File: config.mk
export PLATFORM = sky130hd
export DESIGN_NAME = sram_access_ctrl_flat
export DESIGN_NICKNAME = d
export VERILOG_FILES = /design/src/rtl/sram_access_ctrl_if.sv /design/src/rtl/sram_access_ctrl.sv /design/src/flat_wrapper.sv
export SDC_FILE = /design/constraint.sdc
export NUM_CORES = 1
export LEC_CHECK = 0
export ABC_AREA = 1
export BUFFER_PORTS_ARGS = -buffer_cell sky130_fd_sc_hd__buf_2
export CAP_MARGIN = 20
export CORE_MARGIN = 3
export CORE_UTILIZATION = 40
export CTS_BUF_LIST = sky130_fd_sc_hd__clkbuf_2 sky130_fd_sc_hd__clkbuf_4 sky130_fd_sc_hd__clkbuf_8
export CTS_CLUSTER_SIZE = 28
export DETAILED_ROUTE_END_ITERATION = 7
export PLACE_DENSITY = 0.67
export SETUP_SLACK_MARGIN = 0.05
export SLEW_MARGIN = 15
export SYNTH_ARGS = -nofsm -noshare
export SYNTH_HDL_FRONTEND = slang
export SYNTH_SLANG_ARGS = --single-unit
File: constraint.sdc
create_clock -name clk -period 2.2 [get_ports clk]
set_input_delay 0.44 -clock clk [delete_from_list [all_inputs] [get_ports clk]]
set_output_delay 0.44 -clock clk [all_outputs]
set_load 0.05 [all_outputs]
File: src/rtl/sram_access_ctrl_if.sv
// ============================================================================
// Module      : sram_access_ctrl_if
// Description : Pipeline-side request/response bundle for sram_access_ctrl.
// Revision    : 1.0 - initial release
// ============================================================================
`default_nettype none

interface sram_access_ctrl_if;
    logic        wr_en;
    logic        rd_en;
    logic [31:0] address;
    logic [31:0] write_data;
    logic [31:0] read_data;
    logic        ready;

    // Pipeline (EX/MEM side) issues requests; the controller answers.
    modport master (
        output wr_en, rd_en, address, write_data,
        input  read_data, ready
    );

    modport slave (
        input  wr_en, rd_en, address, write_data,
        output read_data, ready
    );
endinterface

`default_nettype wire

File: src/rtl/sram_access_ctrl.sv
// ============================================================================
// Module      : sram_access_ctrl
// Description : Splits 32-bit data accesses into two wait-stated 16-bit SRAM
//               phases and stalls the pipeline until the access completes.
// Revision    : 1.0 - initial release
// ============================================================================
`default_nettype none

module sram_access_ctrl #(
    parameter int WAIT_CYCLES = 2,
    parameter int BASE_ADDR   = 1024,
    parameter int SRAM_AW     = 18
) (
    input  wire logic               clk,
    input  wire logic               rst,
    sram_access_ctrl_if.slave       bus,
    output logic [SRAM_AW-1:0]      sram_addr,
    output logic [15:0]             sram_dq_out,
    input  wire logic [15:0]        sram_dq_in,
    output logic                    sram_dq_oe,
    output logic                    sram_we_n
);

    typedef enum logic [1:0] {
        IDLE = 2'd0,
        LOW  = 2'd1,
        HIGH = 2'd2,
        DONE = 2'd3
    } state_t;

    localparam logic [3:0] LAST_CNT = 4'(WAIT_CYCLES - 1);

    state_t             state;
    state_t             state_next;
    logic [3:0]         cnt;
    logic               op_write;
    logic [SRAM_AW-2:0] word;
    logic [31:0]        wdata;
    logic [31:0]        rdata;

    logic               start;
    logic               cap_lo;
    logic               cap_hi;
    logic               phase_end;
    logic               in_phase;
    logic               ready_int;
    logic [31:0]        offset;
    logic               unused_offset_bits;

    // Byte offset from the SRAM window; only whole-word bits reach the SRAM.
    assign offset             = bus.address - 32'(BASE_ADDR);
    assign unused_offset_bits = ^{offset[31:SRAM_AW+1], offset[1:0]};

    assign in_phase  = (state == LOW) || (state == HIGH);
    assign phase_end = in_phase && (cnt == LAST_CNT);

    always_ff @(posedge clk or negedge rst) begin
        if (!rst) begin
            state <= IDLE;
        end else begin
            state <= state_next;
        end
    end

    always_comb begin
        state_next = state;
        start      = 1'b0;
        cap_lo     = 1'b0;
        cap_hi     = 1'b0;
        ready_int  = 1'b0;
        case (state)
            IDLE: begin
                ready_int = !(bus.wr_en || bus.rd_en);
                if (bus.wr_en || bus.rd_en) begin
                    start      = 1'b1;
                    state_next = LOW;
                end
            end
            LOW: begin
                if (cnt == LAST_CNT) begin
                    cap_lo     = !op_write;
                    state_next = HIGH;
                end
            end
            HIGH: begin
                if (cnt == LAST_CNT) begin
                    cap_hi     = !op_write;
                    state_next = DONE;
                end
            end
            DONE: begin
                // Requests still held here are deliberately not restarted.
                ready_int  = 1'b1;
                state_next = IDLE;
            end
            default: state_next = IDLE;
        endcase
    end

    always_ff @(posedge clk or negedge rst) begin
        if (!rst) begin
            cnt      <= 4'd0;
            op_write <= 1'b0;
            word     <= '0;
            wdata    <= 32'd0;
            rdata    <= 32'd0;
        end else begin
            if (start) begin
                cnt      <= 4'd0;
                op_write <= bus.wr_en;
                word     <= offset[SRAM_AW:2];
                wdata    <= bus.write_data;
            end else if (phase_end) begin
                cnt <= 4'd0;
            end else if (in_phase) begin
                cnt <= cnt + 4'd1;
            end

            if (cap_lo) begin
                rdata[15:0] <= sram_dq_in;
            end
            if (cap_hi) begin
                rdata[31:16] <= sram_dq_in;
            end
        end
    end

    // SRAM strobes decode straight from state so an async reset releases the bus at once.
    always_comb begin
        sram_addr   = {word, (state == HIGH)};
        sram_dq_out = 16'd0;
        if (state == LOW) begin
            sram_dq_out = wdata[15:0];
        end else if (state == HIGH) begin
            sram_dq_out = wdata[31:16];
        end
    end

    assign sram_dq_oe    = op_write && in_phase;
    assign sram_we_n     = !(op_write && in_phase);
    assign bus.read_data = rdata;
    assign bus.ready     = ready_int;

endmodule

`default_nettype wire
File: src/flat_wrapper.sv
// flat-port wrapper written by rule: the top's interface ports become plain ports
module sram_access_ctrl_flat 
#(
    parameter int WAIT_CYCLES = 2,
    parameter int BASE_ADDR   = 1024,
    parameter int SRAM_AW     = 18
)
  (clk, rst, sram_addr, sram_dq_out, sram_dq_in, sram_dq_oe, sram_we_n, bus_wr_en, bus_rd_en, bus_address, bus_write_data, bus_read_data, bus_ready);
  sram_access_ctrl_if bus_i ();
  input  wire logic clk;
  input  wire logic rst;
  output logic [SRAM_AW-1:0] sram_addr;
  output logic [15:0] sram_dq_out;
  input  wire logic [15:0] sram_dq_in;
  output logic sram_dq_oe;
  output logic sram_we_n;
  input wire logic [$bits(bus_i.wr_en)-1:0] bus_wr_en;
  input wire logic [$bits(bus_i.rd_en)-1:0] bus_rd_en;
  input wire logic [$bits(bus_i.address)-1:0] bus_address;
  input wire logic [$bits(bus_i.write_data)-1:0] bus_write_data;
  output wire logic [$bits(bus_i.read_data)-1:0] bus_read_data;
  output wire logic [$bits(bus_i.ready)-1:0] bus_ready;
  assign bus_i.wr_en = bus_wr_en;
  assign bus_i.rd_en = bus_rd_en;
  assign bus_i.address = bus_address;
  assign bus_i.write_data = bus_write_data;
  assign bus_read_data = bus_i.read_data;
  assign bus_ready = bus_i.ready;
  sram_access_ctrl #(.WAIT_CYCLES(WAIT_CYCLES), .BASE_ADDR(BASE_ADDR), .SRAM_AW(SRAM_AW)) u_core (.clk(clk), .rst(rst), .bus(bus_i), .sram_addr(sram_addr), .sram_dq_out(sram_dq_out), .sram_dq_in(sram_dq_in), .sram_dq_oe(sram_dq_oe), .sram_we_n(sram_we_n));
endmodule
==> results.sh, run 1 <==
export IMPL_start_kind="register"
export IMPL_grt_pass1_vias=3400
export IMPL_syn2layout_area_growth_pct=28.31
export IMPL_setup_viol=0
export IMPL_totalPowerFinal_w=0.009545
export IMPL_cpPeakStageDelay_ns=0.41
export IMPL_ctsRootBufferMaster="clkbuf_8"
export IMPL_synth_warnings=0
export IMPL_ant_nets=0
export IMPL_crit_required_ns=1.76
export IMPL_hpwlAfterDp_mm=7.013
export IMPL_layout_common_cells="nand2_1, buf_2, dfrtp_1"
export IMPL_path_class="reg -> out"
export IMPL_diodes=0
export IMPL_avgSynthCellArea_sq_um=8.602
export IMPL_synth_largest_area_cell="dfrtp_1"
export IMPL_synth_edf_count=0
export IMPL_clock_fmax_mhz=478.5
export IMPL_synthCells=464
export IMPL_grt_antenna_before_repair=1
export IMPL_p_leak_nw=2.855
export IMPL_drt_wl_total_mm=9.850
export IMPL_yosys_most_used_dff="dfrtp_1"
export IMPL_dieArea_sq_um=11210
export IMPL_syn_nets=556
export IMPL_synth_top_cell_area_share_pct=55.17
export IMPL_status="complete, no violations"
export IMPL_drv_cap=0
export IMPL_tightestPinTransition_ns=0.5050
export IMPL_min_period_ns=2.090
export IMPL_r2r_start="u_core.state[0]"
export IMPL_ir_drop_mv=0.8452
export IMPL_coreArea_sq_um=9459
export IMPL_power_density_nw_per_um2=1864
export IMPL_critPathMaxFanout=20
export IMPL_fin_skew_ns=0.004767
export IMPL_clockBufferDepth=2
export IMPL_rows=35
export IMPL_slew_headroom_pct=66.34
export IMPL_crit_start="u_core.state[0]"
export IMPL_seq_area_frac_synth_pct=55.17
export IMPL_cts_hold_buf=0
export IMPL_crit_buf_inv=2
export IMPL_r2r_cells=7
export IMPL_drc_errors=0
export IMPL_grt_usage_pct=17.86
export IMPL_cp_slowest_cell="dfrtp_1"
export IMPL_dr_pass1_iters=5
export IMPL_layout_nets=694
export IMPL_dieHeight_microns=105.9
export IMPL_ys_types=27
export IMPL_mostFrequentLayoutCell="nand2_1"
export IMPL_worstPathCellList="inv_1 -> ha_4 -> nand3_1 -> nand2_2 -> buf_4"
export IMPL_grt_max_degree=41
export IMPL_clk_latency_ns=0.35
export IMPL_timing_hold_ws_ns=0.03946
export IMPL_cts_made_buffers=9
export IMPL_syn_area_sq_um=3991
export IMPL_crit_family="flip-flops"
export IMPL_fin_util_pct=54.14
export IMPL_drv_slew=0
export IMPL_ios=153
export IMPL_die_x_microns=105.9
export IMPL_port_buffers=137
export IMPL_grt_ovfl_total=0
export IMPL_vias_per_cell=4.592
export IMPL_cts_tree="built"
export IMPL_period_share_pct=95.00
export IMPL_vias=3380
export IMPL_start_util_pct=42.20
export IMPL_cts_htree_levels=3
export IMPL_final_setup_tns_ns=0
export IMPL_drive_above_1_share_pct=33.77
export IMPL_r2r_slack_ns=0.41
export IMPL_clk_pin_slew_worst_paths_ns=0.09
export IMPL_path_depth=5
export IMPL_wl_per_cell_microns=13.38
export IMPL_end_kind="output port"
export IMPL_fillers=914
export IMPL_hold_class="in -> async"
export IMPL_clock_sinks=88
export IMPL_place_congestion=0.8798
export IMPL_rsz0062_at_grt="yes"
export IMPL_worstPathArrival_ns=1.65
export IMPL_grt_pass1_wl_mm=16.17
export IMPL_synth_seq_cells=88
export IMPL_synth_async_reset_ratio_pct=100.0
export IMPL_dr_first_iter_drc_count=148
export IMPL_synth_area_leaders="dfrtp_1, nand2_1, o21ai_2"
export IMPL_hold_viol_final=0
## through the flow
step | worst slack [ns] | cells | area (sq um)
after floorplan | 0.1425 | 464 | 4019
after global placement | 0.2836 | 718 | 4816
after detailed placement | 0.2527 | 718 | 4816
after CTS | 0.03847 | 735 | 5087
after global routing | 0.02406 | 736 | 5121
final | 0.1101 | 736 | 5121
## repair_timing
item,4_1_cts,5_1_grt
pin swaps,0,1
resized for setup,18,8
buffers inserted,1,1
setup endpoints to repair,18,19
## area by class of cell
type | instances | area [sq um] | share of cell area, %
multi-input combinational | 322 | 1564 | 30.54
tap | 129 | 161.4 | 3.152
sequential | 88 | 2202 | 43.00
clock inverter | 6 | 73.82 | 1.441
timing repair buffer | 148 | 855.8 | 16.71
inverter | 33 | 126.4 | 2.468
clock buffer | 10 | 137.6 | 2.688
## final timing paths
kind	to
setup / recovery	sram_dq_out[9]
hold / removal	u_core.wdata[6]
setup reg to reg	u_core.word[10]
hold reg to reg	u_core.word[7]
max in group asynchronous	u_core.bus.read_data[2]
min in group clk	u_core.wdata[5]
## state kept, by name, indices dropped and copies added (netlist names)
name and flops:
u_core.op_write 1, u_core.cnt 4, u_core.wdata 32, u_core.state 2
u_core.bus.read_data 32, u_core.word 17
## power breakdown
group          leakage, nW  total (W)  switching (W)  internal [W]
sequential            1.07    0.00284       0.000423       0.00241
clock                0.101    0.00119       0.000619      0.000572
combinational         1.68    0.00552        0.00406       0.00146
## Yosys cell counts (all sizes together) (3+ instances only)
library cell	n
buf	21
nor2	20
dfrtp	88
nand4	3
nand3	25
ha	8
o21ai	40
nand2	215
inv	33
## cell families after synthesis
| family | Yosys count | share of synthesized area [%] |
|---|---|---|
| AOI/OAI and AO/OA | 47 | 8.088 |
| xor gates and xnor gates | 2 | 0.4390 |
| adders and majority gates | 8 | 2.508 |
| buffers and inverters | 54 | 6.802 |
| DFF | 88 | 55.17 |
| muxes | 1 | 0.2508 |
| and+or+nand+nor | 264 | 26.74 |
## metal layers
| layer | GRT usage (%) | up-vias | part of all wire [%] |
|---|---|---|---|
| met5 | 0 | - | 0.071 |
| met4 | 5.365 | 2 | 0.78 |
| met3 | 6.557 | 8 | 7.1 |
| met2 | 28.64 | 97 | 49 |
| met1 | 22.67 | 1553 | 43 |
| li1 | - | 1720 | - |
Power figures use the tool's default switching activity.
==> run 2, diff against run 1 <==
--- a/config.mk
+++ b/config.mk
@@ -5,7 +5,6 @@
 export SDC_FILE = /design/constraint.sdc
 export NUM_CORES = 1
 export LEC_CHECK = 0
-export ABC_AREA = 1
 export BUFFER_PORTS_ARGS = -buffer_cell sky130_fd_sc_hd__buf_2
 export CAP_MARGIN = 20
 export CORE_MARGIN = 3
@@ -13,7 +12,7 @@
 export CTS_BUF_LIST = sky130_fd_sc_hd__clkbuf_2 sky130_fd_sc_hd__clkbuf_4 sky130_fd_sc_hd__clkbuf_8
 export CTS_CLUSTER_SIZE = 28
 export DETAILED_ROUTE_END_ITERATION = 7
-export PLACE_DENSITY = 0.67
+export PLACE_DENSITY = 0.68
 export SETUP_SLACK_MARGIN = 0.05
 export SLEW_MARGIN = 15
 export SYNTH_ARGS = -nofsm -noshare
==> run 2 against run 1 <==
Effect of this change: synthesized area fell by 1.8%; design area rose by 6.1%; via count fell by 6.7%; sequential share of layout area fell by 2.4 points; register-to-register slack barely moved; worst setup slack got worse by 0.0050 ns; critical endpoint is now sram_dq_out[14]; routed wire length fell by 2.7%; global-route usage fell by 0.25 points; flip-flop and latch count did not move; die area fell by 1.7%; critical path depth did not move; first-iteration DRC count fell by 22%.
==> results.sh, run 2 <==
export IMPL_status="complete, no violations"
export IMPL_rsz0062_at_grt="yes"
export IMPL_layout_common_cells="nand2_1, buf_2, dfrtp_1"
export IMPL_synth_top_cell_area_share_pct=56.19
export IMPL_yosys_most_used_dff="dfrtp_1"
export IMPL_coreArea_sq_um=9371
export IMPL_grt_usage_pct=17.61
export IMPL_hold_viol_final=0
export IMPL_fin_skew_ns=0.01323
export IMPL_final_setup_tns_ns=0
export IMPL_crit_start="u_core.state[0]"
export IMPL_hold_class="in -> reg"
export IMPL_postPlaceCellArea_sq_um=4957
export IMPL_dieHeight_microns=105.0
export IMPL_dr_first_iter_drc_count=116
export IMPL_cts_tree="built"
export IMPL_dr_pass1_iters=4
export IMPL_r2r_cells=5
export IMPL_crit_required_ns=1.76
export IMPL_worstPathArrival_ns=1.65
export IMPL_grt_max_degree=49
export IMPL_period_share_pct=95.22
export IMPL_rr_endpoint="u_core.state[0]"
export IMPL_slew_headroom_pct=72.33
export IMPL_dieArea_sq_um=11020
export IMPL_clock_fmax_mhz=477.4
export IMPL_synth_area_leaders="dfrtp_1, nand2_1, mux2_4"
export IMPL_start_util_pct=41.82
export IMPL_yosysMostFrequentCell="nand2_1"
export IMPL_clock_sinks=88
export IMPL_synth_seq_cells=88
export IMPL_ios=153
export IMPL_ant_nets=0
export IMPL_grt_antenna_before_repair=0
export IMPL_syn_nets=479
export IMPL_clk_latency_ns=0.35
export IMPL_cp_endpoint="sram_dq_out[14]"
export IMPL_grt_pass1_wl_mm=15.77
export IMPL_vias=3154
export IMPL_drive_above_1_share_pct=44.13
export IMPL_worst_slack_ns=0.1051
export IMPL_start_kind="register"
export IMPL_path_class="reg -> out"
export IMPL_synth_largest_area_cell="dfrtp_1"
export IMPL_end_kind="output port"
export IMPL_critPathMaxFanout=7
export IMPL_timing_hold_ws_ns=0.2696
export IMPL_tightestPinTransition_ns=0.4134
export IMPL_drt_wl_total_mm=9.584
export IMPL_cts_made_buffers=9
export IMPL_synth_edf_count=0
export IMPL_setup_viol=0
export IMPL_place_congestion=0.7668
export IMPL_min_period_ns=2.095
export IMPL_syn2layout_area_growth_pct=38.63
export IMPL_r2r_slack_ns=0.41
export IMPL_avgSynthCellArea_sq_um=10.13
export IMPL_drv_cap=0
export IMPL_wl_per_cell_microns=14.39
export IMPL_r2r_start="u_core.cnt[1]"
export IMPL_synth_commonest_cells="nand2_1, dfrtp_1, o21ai_0"
export IMPL_grt_pass1_vias=3204
export IMPL_synthCells=387
export IMPL_grt_ovfl_total=0
export IMPL_diodes=0
export IMPL_clockBufferDepth=2
export IMPL_die_x_microns=105.0
export IMPL_mostFrequentLayoutCell="nand2_1"
export IMPL_synth_warnings=0
export IMPL_layout_nets=625
export IMPL_ys_types=32
export IMPL_rows=35
export IMPL_drv_slew=0
export IMPL_vias_per_cell=4.736
export IMPL_fin_area_sq_um=5433
export IMPL_hpwlAfterDp_mm=6.779
export IMPL_clk_pin_slew_worst_paths_ns=0.10
export IMPL_cts_htree_levels=3
export IMPL_seq_area_frac_synth_pct=56.19
export IMPL_synth_async_reset_ratio_pct=100.0
export IMPL_port_buffers=137
export IMPL_drc_errors=0
export IMPL_ctsRootBufferMaster="clkbuf_8"
export IMPL_syn_area_sq_um=3919
export IMPL_place_ws_ns=0.1562
-- run 2: final cells by class --
cell class | instances | area [sq um]
multi-input combinational | 273 | 1813
clock buffer | 10 | 137.6
fill | 843 | 3939
sequential | 88 | 2205
timing repair buffer | 155 | 998.5
clock inverter | 5 | 88.84
inverter | 6 | 28.78
tap | 129 | 161.4
-- run 2: per-stage QoR --
| stage | utilization (%) | std cells |
|---|---|---|
| 2_1_floorplan | - | 387 |
| 3_3_place_gp | 52.90 | 640 |
| 3_5_place_dp | 52.90 | 640 |
| 4_1_cts | 56.78 | 661 |
| 5_1_grt | 57.97 | 666 |
| 6_report | 57.97 | 666 |
-- run 2: cell families (layout without fill, tap and decap cells) --
| kind of cell | count (synthesis) | in the layout | share of synthesized area [%] |
|---|---|---|---|
| AO/OA/AOI/OAI | 38 | 38 | 5.428 |
| XOR/XNOR | 3 | 3 | 0.6706 |
| adder cells (fa/ha/maj) | 8 | 8 | 2.554 |
| buffers and inverters | 26 | 176 | 2.873 |
| flip-flops | 88 | 88 | 56.19 |
| multiplexers | 33 | 33 | 11.40 |
| AND/OR/NAND/NOR | 191 | 191 | 20.88 |
-- run 2: critical path: stages, from the launching register on --
cell and delay, ns:
dfrtp_2 0.45, buf_12 0.14, ha_4 0.19, buf_4 0.16, o21ai_4 0.12, clkbuf_4 0.24
-- run 2: repair_timing --
action / in CTS / in global routing
endpoints found under the setup margin: 19 / 19
pin swaps: 1 / 0
gates resized for setup: 27 / 16
hold endpoints to repair: 19 / 0
hold buffers: 1 / 0
cloned: 0 / 0
setup buffers: 5 / 5
-- run 2: how the worst min path moves through the flow --
stage | start | end | cells after the start
3_5_place_dp | rst | u_core.wdata[27] | 1
5_1_grt | bus_write_data[7] | u_core.wdata[7] | 3
2_1_floorplan | rst | u_core.bus.read_data[0] | 0
4_1_cts | bus_write_data[7] | u_core.wdata[7] | 3
6_report | bus_write_data[7] | u_core.wdata[7] | 3
3_3_place_gp | rst | u_core.wdata[27] | 1
-- run 2: per-layer routing --
metal  part of all wire, %  global-route usage, %  vias to the layer above  routed length (microns)
met5                     0                      0                        -                        0
met4                   1.6                  5.811                        0                      158
met3                   4.3                  3.397                       12                      411
met2                    51                  30.20                       71                     4854
met1                    43                  22.33                     1519                     4160
li1                      -                      -                     1552                        -
Power of run 2 is not shown: default switching activity piles up to over one toggle a cycle in this logic, so the estimate is an artifact.
==> run 3, diff against run 2 <==
--- a/config.mk
+++ b/config.mk
@@ -7,6 +7,7 @@
 export LEC_CHECK = 0
 export BUFFER_PORTS_ARGS = -buffer_cell sky130_fd_sc_hd__buf_2
 export CAP_MARGIN = 20
+export CORE_ASPECT_RATIO = 2
 export CORE_MARGIN = 3
 export CORE_UTILIZATION = 40
 export CTS_BUF_LIST = sky130_fd_sc_hd__clkbuf_2 sky130_fd_sc_hd__clkbuf_4 sky130_fd_sc_hd__clkbuf_8
@@ -14,6 +15,7 @@
 export DETAILED_ROUTE_END_ITERATION = 7
 export PLACE_DENSITY = 0.68
 export SETUP_SLACK_MARGIN = 0.05
+export SKIP_CTS_REPAIR_TIMING = 1
 export SLEW_MARGIN = 15
 export SYNTH_ARGS = -nofsm -noshare
 export SYNTH_HDL_FRONTEND = slang
==> run 3 against run 2 <==
Effect of this change: via count up 0.79%; hold slack worse by 0.22 ns; non-clock buffer count down 4; core utilization down 1.5 points; critical path type unchanged; fmax up 0.20%; sequential share of layout area up 0.77 points; first-iteration DRC count up 14%.
==> results.sh, run 3 (same netlist as run 2, synthesis figures left out) <==
export IMPL_die_x_microns=75.99
export IMPL_multiInputGateArea_sq_um=1810
export IMPL_start_util_pct=41.48
export IMPL_cts_tree="built"
export IMPL_slew_headroom_pct=65.91
export IMPL_vias_per_cell=4.788
export IMPL_postPlaceCellArea_sq_um=4959
export IMPL_timing_hold_ws_ns=0.05021
export IMPL_min_period_ns=2.091
export IMPL_wl_per_cell_microns=15.10
export IMPL_end_kind="output port"
export IMPL_mostFrequentLayoutCell="nand2_1"
export IMPL_cpPeakStageDelay_ns=0.46
export IMPL_coreArea_sq_um=9447
export IMPL_crit_start="u_core.state[0]"
export IMPL_grt_max_degree=55
export IMPL_crit_buf_inv=3
export IMPL_rsz0062_at_grt="yes"
export IMPL_status="complete, no violations"
export IMPL_fin_skew_ns=0.009031
export IMPL_place_congestion=0.7797
export IMPL_period_share_pct=95.03
export IMPL_hold_viol_final=0
export IMPL_r2r_slack_ns=0.43
export IMPL_path_class="reg -> out"
export IMPL_grt_usage_pct=17.83
export IMPL_critPathMaxFanout=10
export IMPL_hold_class="in -> async"
export IMPL_dieArea_sq_um=11090
export IMPL_crit_required_ns=1.76
export IMPL_diodes=0
export IMPL_ant_nets=0
export IMPL_drv_cap=0
export IMPL_drv_slew=0
export IMPL_worst_slack_ns=0.1093
export IMPL_cp_slowest_cell="dfrtp_2"
export IMPL_port_buffers=137
export IMPL_dr_pass1_iters=4
export IMPL_grt_pass1_vias=3286
export IMPL_grt_antenna_before_repair=0
export IMPL_rows=50
export IMPL_drt_wl_total_mm=10.03
export IMPL_r2r_cells=7
export IMPL_seqCellArea_sq_um=2205
export IMPL_syn2layout_area_growth_pct=36.05
export IMPL_cts_made_buffers=9
export IMPL_fillers=806
export IMPL_drc_errors=0
export IMPL_rr_endpoint="u_core.state[1]"
export IMPL_hpwlAfterDp_mm=7.058
export IMPL_setup_viol=0
export IMPL_dr_first_iter_drc_count=132
export IMPL_cp_endpoint="sram_dq_out[4]"
export IMPL_dieHeight_microns=146.0
export IMPL_ios=153
export IMPL_tightestPinTransition_ns=0.5114
export IMPL_clock_fmax_mhz=478.3
export IMPL_grt_pass1_wl_mm=15.81
export IMPL_clk_latency_ns=0.35
export IMPL_crit_family="flip-flops"
export IMPL_place_ws_ns=0.2243
export IMPL_clk_pin_slew_worst_paths_ns=0.08
export IMPL_path_depth=6
export IMPL_start_kind="register"
export IMPL_layout_common_cells="nand2_1, buf_2, dfrtp_1"
export IMPL_worstPathCellList="inv_4 -> ha_4 -> buf_12 -> nand2_1 -> o21ai_2 -> buf_4"
export IMPL_cts_htree_levels=3
export IMPL_drive_above_1_share_pct=43.82
export IMPL_worstPathArrival_ns=1.65
export IMPL_vias=3179
export IMPL_ctsRootBufferMaster="clkbuf_8"
export IMPL_grt_ovfl_total=0
export IMPL_clockBufferDepth=2
export IMPL_layout_nets=621
export IMPL_r2r_start="u_core.state[0]"
export IMPL_fin_area_sq_um=5331
export IMPL_clock_sinks=88
==> run 3: cell types whose count changed in the layout (fill, tap and decap cells not counted), moves of 2 or more <==
cell	before	now
buf_4	16	18
buf_6	12	7
bufinv_16	2	0
clkbuf_4	1	3
clkinvlp_4	1	5
==> run 3: per-layer routing <==
metal	wire, microns	global-route usage [%]
met1	3827	19.52
met3	467	3.594
met4	270	8.802
met2	5459	32.34
met5	0	0
==> run 3: how the worst min path moves through the flow <==
stage | start | endpoint | cells after the start
3_3_place_gp | rst | u_core.bus.read_data[20] | 1
6_report | rst | u_core.bus.read_data[15] | 1
5_1_grt | rst | u_core.bus.read_data[15] | 1
4_1_cts | rst | u_core.bus.read_data[31] | 1
2_1_floorplan | rst | u_core.bus.read_data[0] | 0
3_5_place_dp | rst | u_core.bus.read_data[31] | 1
==> run 3: final cells by class <==
type / count / share of cell area, %
inverters: 6 / 0.5398
clock inverters: 4 / 0.5632
flip-flops and latches: 88 / 41.35
clock buffers: 12 / 2.863
multi-input cells: 273 / 33.96
repair buffers: 151 / 17.67
well taps: 130 / 3.051
==> run 3: worst reg2reg max path, stage by stage, from the launching register on <==
cell and delay (ns):
dfrtp_2 0.46, inv_4 0.11, ha_1 0.18, nor3b_4 0.20
buf_4 0.13, buf_4 0.10, o21bai_1 0.13, mux2_2 0.36
==> run 3: per-stage QoR <==
| stage | utilization, % | TNS, ns | cells |
|---|---|---|---|
| finish | 56.44 | 0 | 664 |
| global route | 56.44 | -0.008413 | 664 |
| CTS | 54.42 | -2.566 | 657 |
| detailed placement | 52.49 | 0 | 641 |
| global placement | 52.49 | 0 | 641 |
| floorplan | - | 0 | 387 |
Power of run 3 is left out for the same reason.
